### config.mk
export PLATFORM = sky130hd
export DESIGN_NAME = fht_frame_ctrl
export DESIGN_NICKNAME = d
export VERILOG_FILES = /design/src/rtl/fht_frame_ctrl.sv
export SDC_FILE = /design/constraint.sdc
export NUM_CORES = 1
export LEC_CHECK = 0
export ABC_AREA = 1
export CAP_MARGIN = 20
export CORE_ASPECT_RATIO = 0.6
export CORE_UTILIZATION = 44
export DETAILED_ROUTE_END_ITERATION = 16
export PLACE_DENSITY = 0.75
export SLEW_MARGIN = 40
export SYNTH_ARGS = -nofsm -noshare
export SYNTH_HDL_FRONTEND = slang
export SYNTH_SLANG_ARGS = --single-unit
### constraint.sdc
create_clock -name iCLK -period 1.35 [get_ports iCLK]
set_input_delay 0.405 -clock iCLK [delete_from_list [all_inputs] [get_ports iCLK]]
set_output_delay 0.405 -clock iCLK [all_outputs]
set_load 0.05 [all_outputs]
### src/rtl/fht_frame_ctrl.sv
// Frame sequencer between an ADC sample stream and fht_top: bit-reversed bank load, start, drain.
// Optional dropped-sample monitor (oOVF, oDROP_CNT) is built when FHT_FRAME_CTRL_OVF_EN is defined.
module fht_frame_ctrl #(
  parameter int A_BIT  = 8,
  parameter int D_BIT  = 16,
  parameter int RD_LAT = 2
) (
  input  logic               iCLK,
  input  logic               iRESET,
  input  logic [D_BIT-2:0]   iADC_DATA,
  input  logic               iADC_VALID,
  output logic [D_BIT-2:0]   oFHT_DATA,
  output logic [A_BIT-1:0]   oFHT_ADDR_WR,
  output logic [3:0]         oFHT_WE,
  output logic               oFHT_START,
  input  logic               iFHT_RDY,
  output logic [A_BIT-1:0]   oFHT_ADDR_RD,
  input  logic [D_BIT-1:0]   iFHT_DATA_0,
  input  logic [D_BIT-1:0]   iFHT_DATA_1,
  input  logic [D_BIT-1:0]   iFHT_DATA_2,
  input  logic [D_BIT-1:0]   iFHT_DATA_3,
  output logic [D_BIT-1:0]   oOUT_DATA,
  output logic               oOUT_VALID,
  input  logic               iOUT_READY,
  output logic               oOUT_LAST,
  output logic               oBUSY,
  output logic               oOVF,
  output logic [15:0]        oDROP_CNT
);

  typedef enum logic [2:0] {
    S_LOAD  = 3'd0,
    S_START = 3'd1,
    S_GAP   = 3'd2,
    S_WAIT  = 3'd3,
    S_FETCH = 3'd4,
    S_EMIT  = 3'd5
  } state_t;

  localparam logic [A_BIT+1:0] N_LAST = '1;
  localparam logic [A_BIT+1:0] N_ONE  = {{(A_BIT+1){1'b0}}, 1'b1};
  localparam logic [A_BIT-1:0] A_LAST = '1;
  localparam logic [A_BIT-1:0] A_ONE  = {{(A_BIT-1){1'b0}}, 1'b1};
  localparam logic [1:0]       LAT_C  = 2'(RD_LAT);

  state_t                     state_q, state_d;
  logic [A_BIT+1:0]           n_q, n_d;
  logic [A_BIT-1:0]           a_q, a_d;
  logic [1:0]                 lat_q, lat_d;
  logic [1:0]                 word_q, word_d;
  // Banks 1..3 only; bank 0 goes straight into the output register on capture.
  logic [2:0][D_BIT-1:0]      hold_q, hold_d;
  logic [D_BIT-2:0]           wr_data_q, wr_data_d;
  logic [A_BIT-1:0]           wr_addr_q, wr_addr_d;
  logic [3:0]                 we_q, we_d;
  logic                       start_q, start_d;
  logic                       busy_q, busy_d;
  logic [D_BIT-1:0]           out_data_q, out_data_d;
  logic                       out_valid_q, out_valid_d;
  logic                       out_last_q, out_last_d;

  // Next-state and registered-output logic for the frame sequencer.
  always_comb begin
    state_d     = state_q;
    n_d         = n_q;
    a_d         = a_q;
    lat_d       = lat_q;
    word_d      = word_q;
    hold_d      = hold_q;
    wr_data_d   = wr_data_q;
    wr_addr_d   = wr_addr_q;
    we_d        = 4'b0000;
    start_d     = 1'b0;
    out_data_d  = out_data_q;
    out_valid_d = out_valid_q;
    out_last_d  = out_last_q;
    case (state_q)
      S_LOAD: begin
        if (iADC_VALID) begin
          wr_data_d = iADC_DATA;
          wr_addr_d = n_q[A_BIT-1:0];
          // Bank index is the two top count bits swapped (bit-reversed order).
          we_d      = 4'b0001 << {n_q[A_BIT], n_q[A_BIT+1]};
          n_d       = n_q + N_ONE;
          if (n_q == N_LAST) begin
            state_d = S_START;
          end else begin
            state_d = S_LOAD;
          end
        end else begin
          n_d = n_q;
        end
      end
      S_START: begin
        start_d = 1'b1;
        state_d = S_GAP;
      end
      S_GAP: begin
        state_d = S_WAIT;
      end
      S_WAIT: begin
        if (iFHT_RDY) begin
          state_d = S_FETCH;
          a_d     = '0;
          lat_d   = 2'd0;
        end else begin
          state_d = S_WAIT;
        end
      end
      S_FETCH: begin
        if (lat_q == LAT_C) begin
          hold_d      = {iFHT_DATA_3, iFHT_DATA_2, iFHT_DATA_1};
          out_data_d  = iFHT_DATA_0;
          out_valid_d = 1'b1;
          out_last_d  = 1'b0;
          word_d      = 2'd0;
          state_d     = S_EMIT;
        end else begin
          lat_d = lat_q + 2'd1;
        end
      end
      S_EMIT: begin
        if (out_valid_q && iOUT_READY) begin
          if (word_q == 2'd3) begin
            out_valid_d = 1'b0;
            out_last_d  = 1'b0;
            lat_d       = 2'd0;
            a_d         = a_q + A_ONE;
            if (a_q == A_LAST) begin
              state_d = S_LOAD;
            end else begin
              state_d = S_FETCH;
            end
          end else begin
            word_d     = word_q + 2'd1;
            out_data_d = hold_q[word_q];
            out_last_d = (a_q == A_LAST) && (word_q == 2'd2);
          end
        end else begin
          word_d = word_q;
        end
      end
      default: begin
        state_d = S_LOAD;
      end
    endcase
    busy_d = (state_d != S_LOAD);
  end

  // State and output registers.
  always_ff @(posedge iCLK or negedge iRESET) begin
    if (!iRESET) begin
      state_q     <= S_LOAD;
      n_q         <= '0;
      a_q         <= '0;
      lat_q       <= 2'd0;
      word_q      <= 2'd0;
      hold_q      <= '0;
      wr_data_q   <= '0;
      wr_addr_q   <= '0;
      we_q        <= 4'b0000;
      start_q     <= 1'b0;
      busy_q      <= 1'b0;
      out_data_q  <= '0;
      out_valid_q <= 1'b0;
      out_last_q  <= 1'b0;
    end else begin
      state_q     <= state_d;
      n_q         <= n_d;
      a_q         <= a_d;
      lat_q       <= lat_d;
      word_q      <= word_d;
      hold_q      <= hold_d;
      wr_data_q   <= wr_data_d;
      wr_addr_q   <= wr_addr_d;
      we_q        <= we_d;
      start_q     <= start_d;
      busy_q      <= busy_d;
      out_data_q  <= out_data_d;
      out_valid_q <= out_valid_d;
      out_last_q  <= out_last_d;
    end
  end

  assign oFHT_DATA    = wr_data_q;
  assign oFHT_ADDR_WR = wr_addr_q;
  assign oFHT_WE      = we_q;
  assign oFHT_START   = start_q;
  assign oFHT_ADDR_RD = a_q;
  assign oOUT_DATA    = out_data_q;
  assign oOUT_VALID   = out_valid_q;
  assign oOUT_LAST    = out_last_q;
  assign oBUSY        = busy_q;

`ifdef FHT_FRAME_CTRL_OVF_EN
  logic        drop_s;
  logic        ovf_q;
  logic [15:0] drop_cnt_q;

  assign drop_s = iADC_VALID && (state_q != S_LOAD);

  // Sticky overflow flag and saturating dropped-sample counter.
  always_ff @(posedge iCLK or negedge iRESET) begin
    if (!iRESET) begin
      ovf_q      <= 1'b0;
      drop_cnt_q <= 16'h0000;
    end else begin
      ovf_q <= ovf_q | drop_s;
      if (drop_s && (drop_cnt_q != 16'hFFFF)) begin
        drop_cnt_q <= drop_cnt_q + 16'h0001;
      end else begin
        drop_cnt_q <= drop_cnt_q;
      end
    end
  end

  assign oOVF      = ovf_q;
  assign oDROP_CNT = drop_cnt_q;
`else
  assign oOVF      = 1'b0;
  assign oDROP_CNT = 16'h0000;
`endif

endmodule

### After elaboration in Yosys (flattened, before gate mapping)

Cells that the tools add are included.

| word-level totals | value |
|---|---|
| flip-flop bits (word level) | 120 |
| bits in latches | 0 |
| bits in writable memories | 0 |
| bits in read-only memories | 0 |
| word-level logic and storage cells | 90 |
| memories | 0 |

| cells by class | value |
|---|---|
| $add $sub $neg | 4 |
| $mul | 0 |
| div/mod/pow operators | 0 |
| order comparisons | 1 |
| eq/ne operators | 16 |
| shift-type cells | 1 |
| multiplexer cells | 38 |
| bitwise logic cells | 0 |
| reduce and logical (&&, ||, !) cells | 14 |

Operators with widths:

| kind | count |
|---|---|
| 2-to-1 mux 16 bit | 4 |
| binary-select mux 16 bit (select 2 bit) | 1 |
| one-hot mux 16 bit (2 select lines) | 1 |
| 2-to-1 mux 8 bit | 3 |
| 2-to-1 mux 3 bit | 6 |
| one-hot mux 3 bit (6 select lines) | 1 |
| one-hot mux 8 bit (2 select lines) | 1 |
| 2-to-1 mux 2 bit | 7 |
| != test 2 bit (second input constant) | 6 |
| AND reduction 4 bit | 3 |
| adder 10 x 1 -> 10 bit (second input constant) | 1 |
| == test 10 bit (second input constant) | 1 |
| adder 8 x 1 -> 8 bit (second input constant) | 1 |
| == test 8 bit (second input constant) | 1 |
| 2-to-1 mux 1 bit | 8 |
| 2-to-1 mux 4 bit | 2 |
| == test 2 bit (second input constant) | 3 |
| == test 3 x 2 -> 1 bit (second input constant) | 2 |
| == test 3 bit (second input constant) | 2 |
| one-hot mux 2 bit (3 select lines) | 1 |
| nonzero test 3 bit | 2 |
| AND reduction 5 bit | 1 |
| adder 2 x 1 -> 2 bit (second input constant) | 2 |
| one-hot mux 1 bit (2 select lines) | 2 |
| 9 further kinds | 12 |

### Depth between registers and ports, before layout

Gate-level depths: netlist of the first run.

| depth | value |
|---|---|
| depth after elaboration | 6 |
| mapped depth | 9 |

### Least setup slack after synthesis of the first run

OpenSTA, ideal clock, no wires.

| timing path | value |
|---|---|
| kind | flip-flop to flip-flop |
| start point | register a_q[1] (netlist: oFHT_ADDR_RD[1]) |
| end point | register busy_q (netlist: oBUSY) |
| arrival time | 1.411 ns |
| data required time | 1.230 ns |
| slack | -0.181 ns |
| cell stages (with the launch flop) | 9 |
| cells stage by stage | dfrtp_1 > ha_1 > inv_1 > nor2_1 > nand3_1 > nand2_1 > nand2_1 > nor2_1 > nand2_1 |

| on the way | value |
|---|---|
| word-level cells in the longest chain between the ends | 6 |

Ends and longest elaborated chain:

| element | line | source |
|---|---|---|
| from (decl) | 48 | `logic [A_BIT-1:0] a_q, a_d;` |
| from (signal assigned) | 155 | `a_q <= '0;` |
| from (signal assigned) | 170 | `a_q <= a_d;` |
| == test 8 bit | 129 | `if (a_q == A_LAST) begin` |
| 2-to-1 mux 3 bit | 129 |  |
| 2-to-1 mux 3 bit | 124 | `if (word_q == 2'd3) begin` |
| 2-to-1 mux 3 bit | 123 | `if (out_valid_q && iOUT_READY) begin` |
| one-hot mux 3 bit (6 select lines) | 77 | `case (state_q)` |
| via state_d[2] | 46 | `state_t state_q, state_d;` |
| nonzero test 3 bit | 147 | `busy_d = (state_d != S_LOAD);` |
| via busy_d | 57 | `logic busy_q, busy_d;` |
| to (signal assigned) | 178 | `busy_q <= busy_d;` |
| to (decl) | 57 |  |

The timed path passes the listed nets, and every way through them passes these cells.
A chain may end at the register's enable or synchronous reset.

### Worst setup path after layout of the first run

| timing path | value |
|---|---|
| start point | register state_q[0] |
| end point | register out_data_q[4] (netlist: oOUT_DATA[4]) |

| on the way | value |
|---|---|
| word-level cells in the longest chain between the ends | 3 |
| elaborated cells on any way between the ends | 8 |

Ends and longest elaborated chain:

| element | line | source |
|---|---|---|
| from (decl) | 46 |  |
| from (signal assigned) | 168 | `state_q <= state_d;` |
| == test 3 bit | 77 |  |
| != test 2 bit (no line) or nonzero test 2 bit (tied branches) | -- |  |
| AND reduction 4 bit (no line) | -- |  |
| to (signal assigned) | 179 | `out_data_q <= out_data_d;` |
| to (decl) | 58 | `logic [D_BIT-1:0] out_data_q, out_data_d;` |

Several ways; a longest one is shown, not always the timed one.

==> run summary, run 1 <==
Fraction of layout instances using a drive strength above 1: 0.439
Vias per cell: 5.64
Met3 wire len: 3020 um
Shortest period the worst path allows: 1.66 ns
Worst slack on hold paths: 0.433 ns
H-Tree Level Count: 4
Pin count of the biggest net entering global routing: 29
Crit path required time: 1.65 ns
GR Util All Layers: 0.298
Count of state elements after synthesis: 120
Static leakage power: 0.00499 uW
Leading cell type in the layout, fill and taps excluded: sky130_fd_sc_hd__nand2_1
Number of buffers created by CTS: 17
Max cap viols: 0
VDD IR-drop max: 942 uV
Number of DRC markers after the initial detailed-route iteration: 649
Std-Cell Rows: 32
Vias: 6579
Clock Pin Slew Worst Setup and Hold Paths: 0.06 ns
Overall die area: 13700 um^2
DRC violations left: 0
Die width: 150 um
Max-slew violation total from the final report: 0
Synth Cell Area: 5800 um^2
Minimum setup slack in the final design: -0.315 ns
Effective utilization at floorplan: 0.452
Global-route wire length before repair: 30400 um
Unrepaired setup endpoints after global routing: yes
Routed wire length: 25700 um
Place WS: -0.387 ns
TritonCTS sink count: 120
Finished Core Util: 0.850
Sort of element at the end of the critical path: flip-flop
Number of nets still failing antenna checks after routing: 0
Final #Nets: 1072
Die height: 91.0 um
Number of warnings printed during yosys synthesis: 0
Share of synthesized area occupied by flip-flops and latches: 0.517
Clock tree from TritonCTS: yes
Largest fanout of any net on the critical path: 5
Relative area change from synthesis to final layout: 88.4%
Number of buffers on the longest clock path: 2
PortBufs: 138
Count of endpoints failing hold in the final timing report: 0
Via count of the first global-routing pass: 5686
Hold crit path type: in2async
Initial antenna violation count: 0
Launching element of the worst setup path: state_q[0]
Largest clock skew in the final design: 0.0143 ns
Outcome: complete, but fails checks
Wire length the detailed router placed on met1: 9920 um
Total instance count after detailed placement: 1052
Remaining Overflow, GRT: 0
Final Instance Area: 10900 um^2
RePlAce Congestion: 0.853
Synthesized instance count: 730
Most frequent cells in the layout: sky130_fd_sc_hd__nand2_1 (161), sky130_fd_sc_hd__dfrtp_1 (108), sky130_fd_sc_hd__clkdlybuf4s50_1 (82), sky130_fd_sc_hd__buf_12 (73), sky130_fd_sc_hd__nand2_2 (72)
Library cells used by synthesis: 34
Core Box Area: 12900 um^2
Amount of wire on met2 after detailed routing: 11500 um
Critical path class: reg2reg
R2R Path Start: state_q[0]
Placed standard-cell area: 8230 um^2
Average size of a mapped cell: 7.95 um^2
Final setup violation count: 170
Detailed-router iteration count before antenna repair: 5
Number of standard cells in the final layout excluding fillers: 1166
Max frequency: 601 MHz
Final Cycle Share: 1.23
Worst-Skew Late Latency: 0.42 ns
Critical Path AT: 1.96 ns
Areal power density over the cells: 1040 nW/um^2
Antenna cells: 0
Clock Root Buffer: sky130_fd_sc_hd__clkbuf_16
HPWL after detailed placement: 11400 um
Startpoint type of the worst setup path: flip-flop
Top-Level Pins: 156
Failing checks: negative setup slack
Top layer reached by signal wires: met4
Routed len/inst: 22.0 um
## worst max-delay path, stage by stage (launching register included)
cell and delay [ns]:
sky130_fd_sc_hd__dfrtp_2 0.48, sky130_fd_sc_hd__inv_1 0.14, sky130_fd_sc_hd__nor2_4 0.07, sky130_fd_sc_hd__buf_6 0.13
sky130_fd_sc_hd__buf_6 0.12, sky130_fd_sc_hd__buf_16 0.13, sky130_fd_sc_hd__or2_1 0.26, sky130_fd_sc_hd__nand3_1 0.14
sky130_fd_sc_hd__nand2_1 0.07
## flip-flops by register name, summed over array words and instances (netlist names)
name	cells
state_q	3
word_q	2
oFHT_ADDR_RD	8
oFHT_START	1
oBUSY	1
oFHT_ADDR_WR	8
oFHT_DATA	15
oOUT_VALID	1
oFHT_WE	4
oOUT_DATA	16
lat_q	2
n_q	10
hold_q	48
oOUT_LAST	1
## repair_timing
item,CTS,global route
cloned,7,14
resized for setup,91,235
hold buffers,1,0
pin swaps,15,54
setup endpoints to repair,89,164
buffers inserted,44,21
hold endpoints to repair,11,0
## where the power goes
group | switching [uW] | total [uW] | internal [uW]
registers | 322 | 4190 | 3860
clock network | 1770 | 4870 | 3100
logic | 1260 | 2340 | 1080
total | 3360 | 11400 | 8040
## area by class of cell
cell class	count	area, um^2
clock inverters	11	144
clock buffers	21	480
inverters	44	168
flip-flops and latches	120	3020
well taps	170	213
fillers	609	1920
multi-input cells	533	3380
repair buffers	267	3520
## synthesized netlist by cell type
cell type,n,area (um^2)
sky130_fd_sc_hd__nand2_1,271,1020
sky130_fd_sc_hd__dfrtp_1,120,3000
sky130_fd_sc_hd__nand3_1,80,400
sky130_fd_sc_hd__nor2_1,76,285
sky130_fd_sc_hd__inv_1,42,158
sky130_fd_sc_hd__buf_4,23,173
sky130_fd_sc_hd__a21oi_1,16,80.1
sky130_fd_sc_hd__buf_2,12,60.1
sky130_fd_sc_hd__clkbuf_1,12,45.0
sky130_fd_sc_hd__o21ai_0,11,55.1
sky130_fd_sc_hd__or2_1,10,62.6
sky130_fd_sc_hd__xor2_1,7,61.3
sky130_fd_sc_hd__ha_1,5,62.6
sky130_fd_sc_hd__or2_0,5,31.3
sky130_fd_sc_hd__nand3_2,4,40.0
sky130_fd_sc_hd__nor2_4,4,45.0
sky130_fd_sc_hd__buf_6,3,33.8
sky130_fd_sc_hd__nor3_1,3,15.0
sky130_fd_sc_hd__buf_1,2,7.51
sky130_fd_sc_hd__inv_2,2,7.51
sky130_fd_sc_hd__nand2_2,2,12.5
sky130_fd_sc_hd__nand3b_1,2,15.0
sky130_fd_sc_hd__nand4_1,2,12.5
sky130_fd_sc_hd__o21ai_1,2,10.0
sky130_fd_sc_hd__o21ai_2,2,17.5
sky130_fd_sc_hd__o21bai_1,2,15.0
sky130_fd_sc_hd__or2_2,2,12.5
sky130_fd_sc_hd__xnor2_1,2,17.5
sky130_fd_sc_hd__a21oi_2,1,8.76
sky130_fd_sc_hd__conb_1,1,3.75
sky130_fd_sc_hd__nand2_4,1,11.3
sky130_fd_sc_hd__nand3b_2,1,11.3
sky130_fd_sc_hd__nor2_2,1,6.26
sky130_fd_sc_hd__nor2b_1,1,6.26
## through the flow
stage                     TNS [ns]  power, uW
after global routing        -28.41      11700
after global placement      -18.51       6100
final                       -23.16      11400
after detailed placement    -20.86       6140
after floorplan             -0.215       5040
after CTS                    -5.23      10900
## metal layers
layer / up-vias / track usage
met5: - / 0
met4: 0 / 0.114
met3: 140 / 0.0935
met2: 551 / 0.446
met1: 3126 / 0.404
li1: 2762 / -
## worst paths after layout
check	endpoint	slack (ns)	cells after the start
setup / recovery	oOUT_DATA[4]	-0.31	8
hold / removal	oFHT_ADDR_RD[1]	0.43	2
setup reg to reg	oOUT_DATA[4]	-0.31	8
hold reg to reg	hold_q[5]	0.49	2
max in group asynchronous	word_q[0]	0.44	3
min in group iCLK	hold_q[5]	0.49	2
## logic make-up after synthesis
| kind of cell | count (synthesis) | share of synthesized area |
|---|---|---|
| and+or+nand+nor | 465 | 0.342 |
| DFF | 120 | 0.517 |
| buffers and inverters | 96 | 0.0834 |
| AOI/OAI and AO/OA | 34 | 0.0321 |
| xor gates and xnor gates | 9 | 0.0136 |
| adders and majority gates | 5 | 0.0108 |
| other | 1 | 0.000646 |
Power figures use the tool's default switching activity.
==> run 2, diff against run 1 <==
- CORE_MARGIN: default -> 4
- SKIP_LAST_GASP: default -> 1
==> run 2 against run 1 <==
- the run ends with negative hold slack, negative setup slack left
- clock power is 12% lower
- largest cell class unchanged
- non-clock buffer count is 16 lower
- first-iteration DRC count is 17% lower
- design area is 8.2% lower
- register-to-register slack better by 0.12 ns
- critical path depth stayed put
- clock skew is 0.0048 ns lower
- combinational power is 12% lower
- highest routed layer unchanged
- setup slack better by 0.12 ns
- final cell count is 1.5% lower
- maximum frequency is 7.6% higher
- power is 8.3% lower
==> run summary, run 2 (same netlist as run 1, synthesis figures left out) <==
Highest-delay cell along the critical path: sky130_fd_sc_hd__dfrtp_2 (unchanged)
Vias: 5912 (was 6579)
Sequential cell area in the final layout: 3020 um^2 (about the same)
Core Box Area: 12900 um^2 (about the same)
Die width: 156 um (was 150 um)
Final Cycle Share: 1.15 (was 1.23)
Worst-Skew Late Latency: 0.42 ns (about the same)
Worst slack on hold paths: -0.00482 ns (was 0.433 ns)
Most frequent cells in the layout: sky130_fd_sc_hd__nand2_1 (248), sky130_fd_sc_hd__dfrtp_1 (109), sky130_fd_sc_hd__clkdlybuf4s50_1 (82), sky130_fd_sc_hd__buf_12 (70), sky130_fd_sc_hd__buf_4 (67) (was sky130_fd_sc_hd__nand2_1 (161), sky130_fd_sc_hd__dfrtp_1 (108), sky130_fd_sc_hd__clkdlybuf4s50_1 (82), sky130_fd_sc_hd__buf_12 (73), sky130_fd_sc_hd__nand2_2 (72))
Clock Pin Slew Worst Setup and Hold Paths: 0.05 ns (was 0.06 ns)
Effective utilization at floorplan: 0.450 (was 0.452)
Unrepaired setup endpoints after global routing: yes (unchanged)
Cell seen most often among critical-path stages: sky130_fd_sc_hd__nand3_4 (was sky130_fd_sc_hd__buf_6)
Initial antenna violation count: 0 (unchanged)
Routed len/inst: 17.6 um (was 22.0 um)
Depth of the worst register-to-register path: 8 (unchanged)
GR Util All Layers: 0.244 (was 0.298)
Vias per cell: 5.15 (was 5.64)
Largest fanout of any net on the critical path: 5 (unchanged)
Minimum setup slack in the final design: -0.197 ns (was -0.315 ns)
Startpoint type of the worst setup path: flip-flop (unchanged)
Final Instance Area: 10000 um^2 (was 10900 um^2)
Failing checks: negative hold slack, negative setup slack (was negative setup slack)
End of the worst register-to-register path: oOUT_LAST (was oOUT_DATA[4])
Net load switching power: 2970 uW (was 3360 uW)
Routed wire length: 20200 um (was 25700 um)
Layout fillers: 777 (was 609)
Largest stage delay on the critical path: 0.44 ns (was 0.48 ns)
PortBufs: 138 (unchanged)
Number of buffers on the longest clock path: 2 (unchanged)
Outcome: complete, but fails checks (unchanged)
Number of DRC markers after the initial detailed-route iteration: 541 (was 649)
Proportion of total power due to net switching: 0.284 (was 0.295)
Via count of the first global-routing pass: 5598 (was 5686)
Critical path class: reg2reg (unchanged)
FF-to-FF setup slack: -0.20 ns (was -0.31 ns)
Fraction of layout instances using a drive strength above 1: 0.320 (was 0.439)
Number of buffers created by CTS: 17 (unchanged)
Areal power density over the cells: 1040 nW/um^2 (about the same)
Most flops, register: hold_q (unchanged)
Clock tree from TritonCTS: yes (unchanged)
Count of endpoints failing hold in the final timing report: 3 (was 0)
Power consumption: 10500 uW (was 11400 uW)
Final setup violation count: 167 (was 170)
Static leakage power: 0.00472 uW (was 0.00499 uW)
Number of buffer and inverter stages on the critical path: 3 (was 4)
Number of nets still failing antenna checks after routing: 0 (unchanged)
Pin count of the biggest net entering global routing: 64 (was 29)
Detailed-router iteration count before antenna repair: 5 (unchanged)
Die height: 97.0 um (was 91.0 um)
Max-slew violation total from the final report: 0 (unchanged)
Placed standard-cell area: 8230 um^2 (about the same)
TritonCTS sink count: 120 (unchanged)
Antenna cells: 0 (unchanged)
Comb pwr share: 0.197 (was 0.206)
Multi-input gate area: 2830 um^2 (was 3380 um^2)
Sort of element at the end of the critical path: flip-flop (unchanged)
Clock share of power: 0.410 (was 0.427)
Max cap viols: 0 (unchanged)
VDD IR-drop max: 1100 uV (was 942 uV)
H-Tree Level Count: 4 (unchanged)
Global-route wire length before repair: 29100 um (was 30400 um)
Std-Cell Rows: 32 (unchanged)
Shortest period the worst path allows: 1.55 ns (was 1.66 ns)
Max frequency: 646 MHz (was 601 MHz)
Cell breakdown of the critical path: buf_4 -> buf_6 -> nor2_4 -> nand3_4 -> buf_8 -> nand3_4 -> nor2b_1 -> nor2_1 (was inv_1 -> nor2_4 -> buf_6 -> buf_6 -> buf_16 -> or2_1 -> nand3_1 -> nand2_1)
Hold crit path type: in2async (unchanged)
Flip-flop count of the largest register, all copies and words added: 48 (unchanged)
Internal: 7480 uW (was 8040 uW)
Crit path required time: 1.65 ns (about the same)
R2R Path Start: state_q[1] (was state_q[0])
Critical Path AT: 1.85 ns (was 1.96 ns)
Kind of cell adding the most delay to the critical path: simple AND/OR/NAND/NOR gates (unchanged)
Remaining Overflow, GRT: 0 (unchanged)
Relative area change from synthesis to final layout: 73.0% (was 88.4%)
RePlAce Congestion: 0.812 (was 0.853)
Overall die area: 15200 um^2 (was 13700 um^2)
Clock Root Buffer: sky130_fd_sc_hd__clkbuf_16 (unchanged)
Top-Level Pins: 156 (unchanged)
HPWL after detailed placement: 11600 um (was 11400 um)
Final #Nets: 1056 (was 1072)
Relative contribution of sequential cells to total power: 0.393 (was 0.367)
Leading cell type in the layout, fill and taps excluded: sky130_fd_sc_hd__nand2_1 (unchanged)
Largest clock skew in the final design: 0.00952 ns (was 0.0143 ns)
DRC violations left: 0 (unchanged)
[run 2: area by class of cell]
| cell class | count | share of cell area |
|---|---|---|
| multi-input cells | 533 | 0.281 |
| well taps | 170 | 0.0212 |
| clock buffers | 22 | 0.0472 |
| inverters | 44 | 0.0170 |
| flip-flops and latches | 120 | 0.301 |
| repair buffers | 251 | 0.325 |
| clock inverters | 9 | 0.00748 |
[run 2: repair_timing]
item | 4_1_cts | 5_1_grt
hold buffers | 0 | 0
gates cloned | 7 | 8
endpoints found under the setup margin | 132 | 162
pin swaps | 25 | 20
endpoints found under the hold margin | 0 | 0
gates resized for setup | 81 | 72
setup buffers | 42 | 16
[run 2: through the flow]
step | util | setup TNS, ns | setup WS, ns | hold slack (ns) | cells
5_1_grt | 0.779 | -26.09 | -0.271 | 0.0256 | 1149
3_3_place_gp | 0.638 | -19.46 | -0.354 | 0.448 | 1051
3_5_place_dp | 0.638 | -23.20 | -0.444 | 0.451 | 1051
6_report | 0.779 | -17.57 | -0.197 | -0.00482 | 1149
4_1_cts | 0.737 | -9.29 | -0.142 | 0.0191 | 1126
2_1_floorplan | - | -0.215 | -0.0197 | 0.109 | 746
[run 2: how the worst max path moves through the flow]
stage          slack, ns               to             from  cells after the start
5_1_grt            -0.27        oOUT_LAST       state_q[1]                      9
3_3_place_gp       -0.35           n_q[1]       iADC_VALID                      8
4_1_cts            -0.14  oFHT_ADDR_RD[0]  oFHT_ADDR_RD[0]                      2
6_report           -0.20        oOUT_LAST       state_q[1]                      8
3_5_place_dp       -0.44            oBUSY       iADC_VALID                      9
2_1_floorplan      -0.02    oOUT_DATA[10]        word_q[1]                      7
[run 2: routing by layer]
metal / up-vias / wire length, um / global-route usage
met2: 301 / 9240 / 0.356
li1: 2725 / - / -
met4: 0 / 328 / 0.0700
met5: - / 0 / 0
met3: 42 / 1940 / 0.0764
met1: 2844 / 8680 / 0.349
[run 2: worst reg2reg max path, delay by kind of cell, from the launching register on]
family                 cells  cell delay, ns
flip-flops                 1            0.44
AND/OR/NAND/NOR            5            0.57
buffers and inverters      3            0.43
[run 2: power by group through the flow]
stage,registers (uW),logic [uW],clock network [uW]
2_1_floorplan,4510,523,0
3_3_place_gp,4160,1920,0
3_5_place_dp,4160,1940,0
4_1_cts,4110,1990,4280
5_1_grt,4150,2180,4470
6_report,4110,2060,4280
==> edit, RTL diff (settings of run 1) <==
`A_BIT`: 8 -> 10.
--- a/src/rtl/fht_frame_ctrl.sv
+++ b/src/rtl/fht_frame_ctrl.sv
@@ -3,3 +3,3 @@
 module fht_frame_ctrl #(
-  parameter int A_BIT  = 8,
+  parameter int A_BIT  = 10,
   parameter int D_BIT  = 16,
Interface: changed (resized oFHT_ADDR_RD and oFHT_ADDR_WR); port bits go from 156 to 160. The function was not compared with the original's and may differ.
==> edit against run 1 <==
  * The run still ends with negative setup slack left
  * Sequential power rose by 5%
  * Highest routed layer unchanged
  * Wire length fell by 29%
  * Hold slack got worse by 0.046 ns
  * Largest cell class is now flip-flops and latches
  * Non-clock buffer count fell by 26
  * Sequential cell count rose by 6
  * Combinational power fell by 8%
  * Setup slack improved by 0.11 ns
  * Design area fell by 9.4%
  * Clock power rose by 4%
  * Area after synthesis rose by 0.60%
  * Total power rose by 1.9%
==> edit: results (changes against run 1) <==
Outcome
  – Status: complete, but fails checks (unchanged)
  – Failing checks: negative setup slack (unchanged)

Placed design
  – Placed cells: 946 (was 1052)
  – Area post-placement: 0.00829 mm^2 (was 0.00823 mm^2)
  – Gpl congestion: 0.836 (was 0.853)
  – Port Buffer Count: 142 (was 138)
  – HPWL Detailed: 11300 um (was 11400 um)
  – Placement Setup Slack: -0.512 ns (was -0.387 ns)

Layout
  – Most flops, register: hold_q (unchanged)
  – Nets: 943 (was 1072)
  – Max reg flops: 48 (unchanged)
  – Layout cells sized above 1: 39.6% (was 43.9%)
  – Post-route insts no fill: 1036 (was 1166)
  – FILL cells: 784 (was 609)

Global routing
  – Gr usage total: 26.0% (was 29.8%)
  – Largest net degree at the start of global routing: 46 (was 29)
  – Vias in the first global route: 5421 (was 5686)
  – Grt met1 use: 34.3% (was 40.4%)
  – Met2 Usage GRT: 41.8% (was 44.6%)
  – GR Layer Usage met3: 7.44% (was 9.35%)
  – Global-route wire length before repair: 27200 um (was 30400 um)

Synthesis
  – Synth unique cells: 32 (was 34)
  – Synth area leaders: dfrtp_1 54%, nand2_1 10%, mux2_2 9.3%, o21ai_0 4.4%, nand3_1 3.3% (was dfrtp_1 52%, nand2_1 18%, nand3_1 6.9%, nor2_1 4.9%, buf_4 3.0%)
  – Top cells by count, synth: 162 x nand2_1, 126 x dfrtp_1, 51 x o21ai_0 (was 271 x nand2_1, 120 x dfrtp_1, 80 x nand3_1)
  – Number of cells produced by synthesis: 619 (was 730)
  – Seq/Total Area, Yosys: 54.0% (was 51.7%)

Worst setup path
  – Max incr delay on CP: 0.44 ns (was 0.48 ns)
  – CP Data Arrival Time: 1.89 ns (was 1.96 ns)
  – CP delay by family, top: simple AND/OR/NAND/NOR gates (unchanged)
  – Largest fanout on the critical path: 4 (was 5)
  – Critical Path Sink: state_q[0] (was oOUT_DATA[4])
  – Worst reg2reg path depth: 9 (was 8)
  – RR Startpoint: state_q[1] (was state_q[0])

Clock tree
  – Clk buf depth: 2 (unchanged)

STA
  – Final setup fails: 180 (was 170)
  – Clk_skew: 0.00848 ns (was 0.0143 ns)
  – Worst Slack Setup Final: -0.206 ns (was -0.315 ns)
  – Setup Total Neg Slack: -16.03 ns (was -23.16 ns)

Power
  – Leak: 4.63 nW (was 4.99 nW)
  – Peak supply drop: 0.00100 V (was 0.000942 V)

Route
  – Final WL: 18300 um (was 25700 um)
  – Avg Vias per Cell: 5.26 (was 5.64)
  – DRT Pass-1 Iters: 7 (was 5)
  – Initial DRC count: 287 (was 649)
edit: layout make-up:
class | instances | area (um^2) | area share, %
Sequential cell | 126 | 3170 | 32.0
Timing Repair Buffer | 241 | 3070 | 31.0
Multi-Input combinational cell | 432 | 2650 | 26.8
Clock buffer | 18 | 439 | 4.44
Clock inverter | 13 | 213 | 2.15
Tap cell | 170 | 213 | 2.15
Inverter | 36 | 149 | 1.50
edit: worst register-to-register path: stages, from the launching register on:
cell and delay [ns]:
dfrtp_2 0.44, buf_4 0.15, buf_6 0.12, nor2_4 0.09
nand2_4 0.09, nor2_4 0.18, nand2_4 0.10, nor2_1 0.17
nor2_2 0.08, inv_1 0.07
edit: cell families after synthesis:
| kind of cell | after synthesis | synth area share, % |
|---|---|---|
| buf+inv | 77 | 6.99 |
| flops | 126 | 54.0 |
| mux | 48 | 9.26 |
| fa+ha+maj | 5 | 1.07 |
| compound gates | 72 | 6.22 |
| xor+xnor | 11 | 1.65 |
| other cells | 1 | 0.0642 |
| simple gates | 279 | 20.7 |
edit: repair_timing:
action                     4_1_cts  5_1_grt
cloned                           1        5
resized for setup               62       70
buffers inserted                29       25
setup endpoints to repair      148      166
hold buffers                     1        0
hold endpoints to repair         3        0
pin swaps                       18       13
edit: routing by layer:
layer	vias to the layer above	share of wire, %
li1	2458	-
met1	2708	41
met2	258	48
met3	28	8.9
met4	0	1.5
met5	-	0
edit: worst min-delay path by stage:
stage	endpoint	slack, ns	depth (start not counted)
finish	oFHT_WE[3]	0.39	2
global route	oFHT_WE[3]	0.38	2
CTS	oFHT_WE[3]	0.37	2
detailed placement	oFHT_WE[3]	0.24	1
global placement	oFHT_WE[2]	0.24	1
floorplan	hold_q[0]	0.11	0
edit: power breakdown:
part | internal, mW | switching (mW)
logic | 1.04 | 1.11
clock network | 3.33 | 1.74
registers | 4.08 | 0.310
total | 8.45 | 3.16
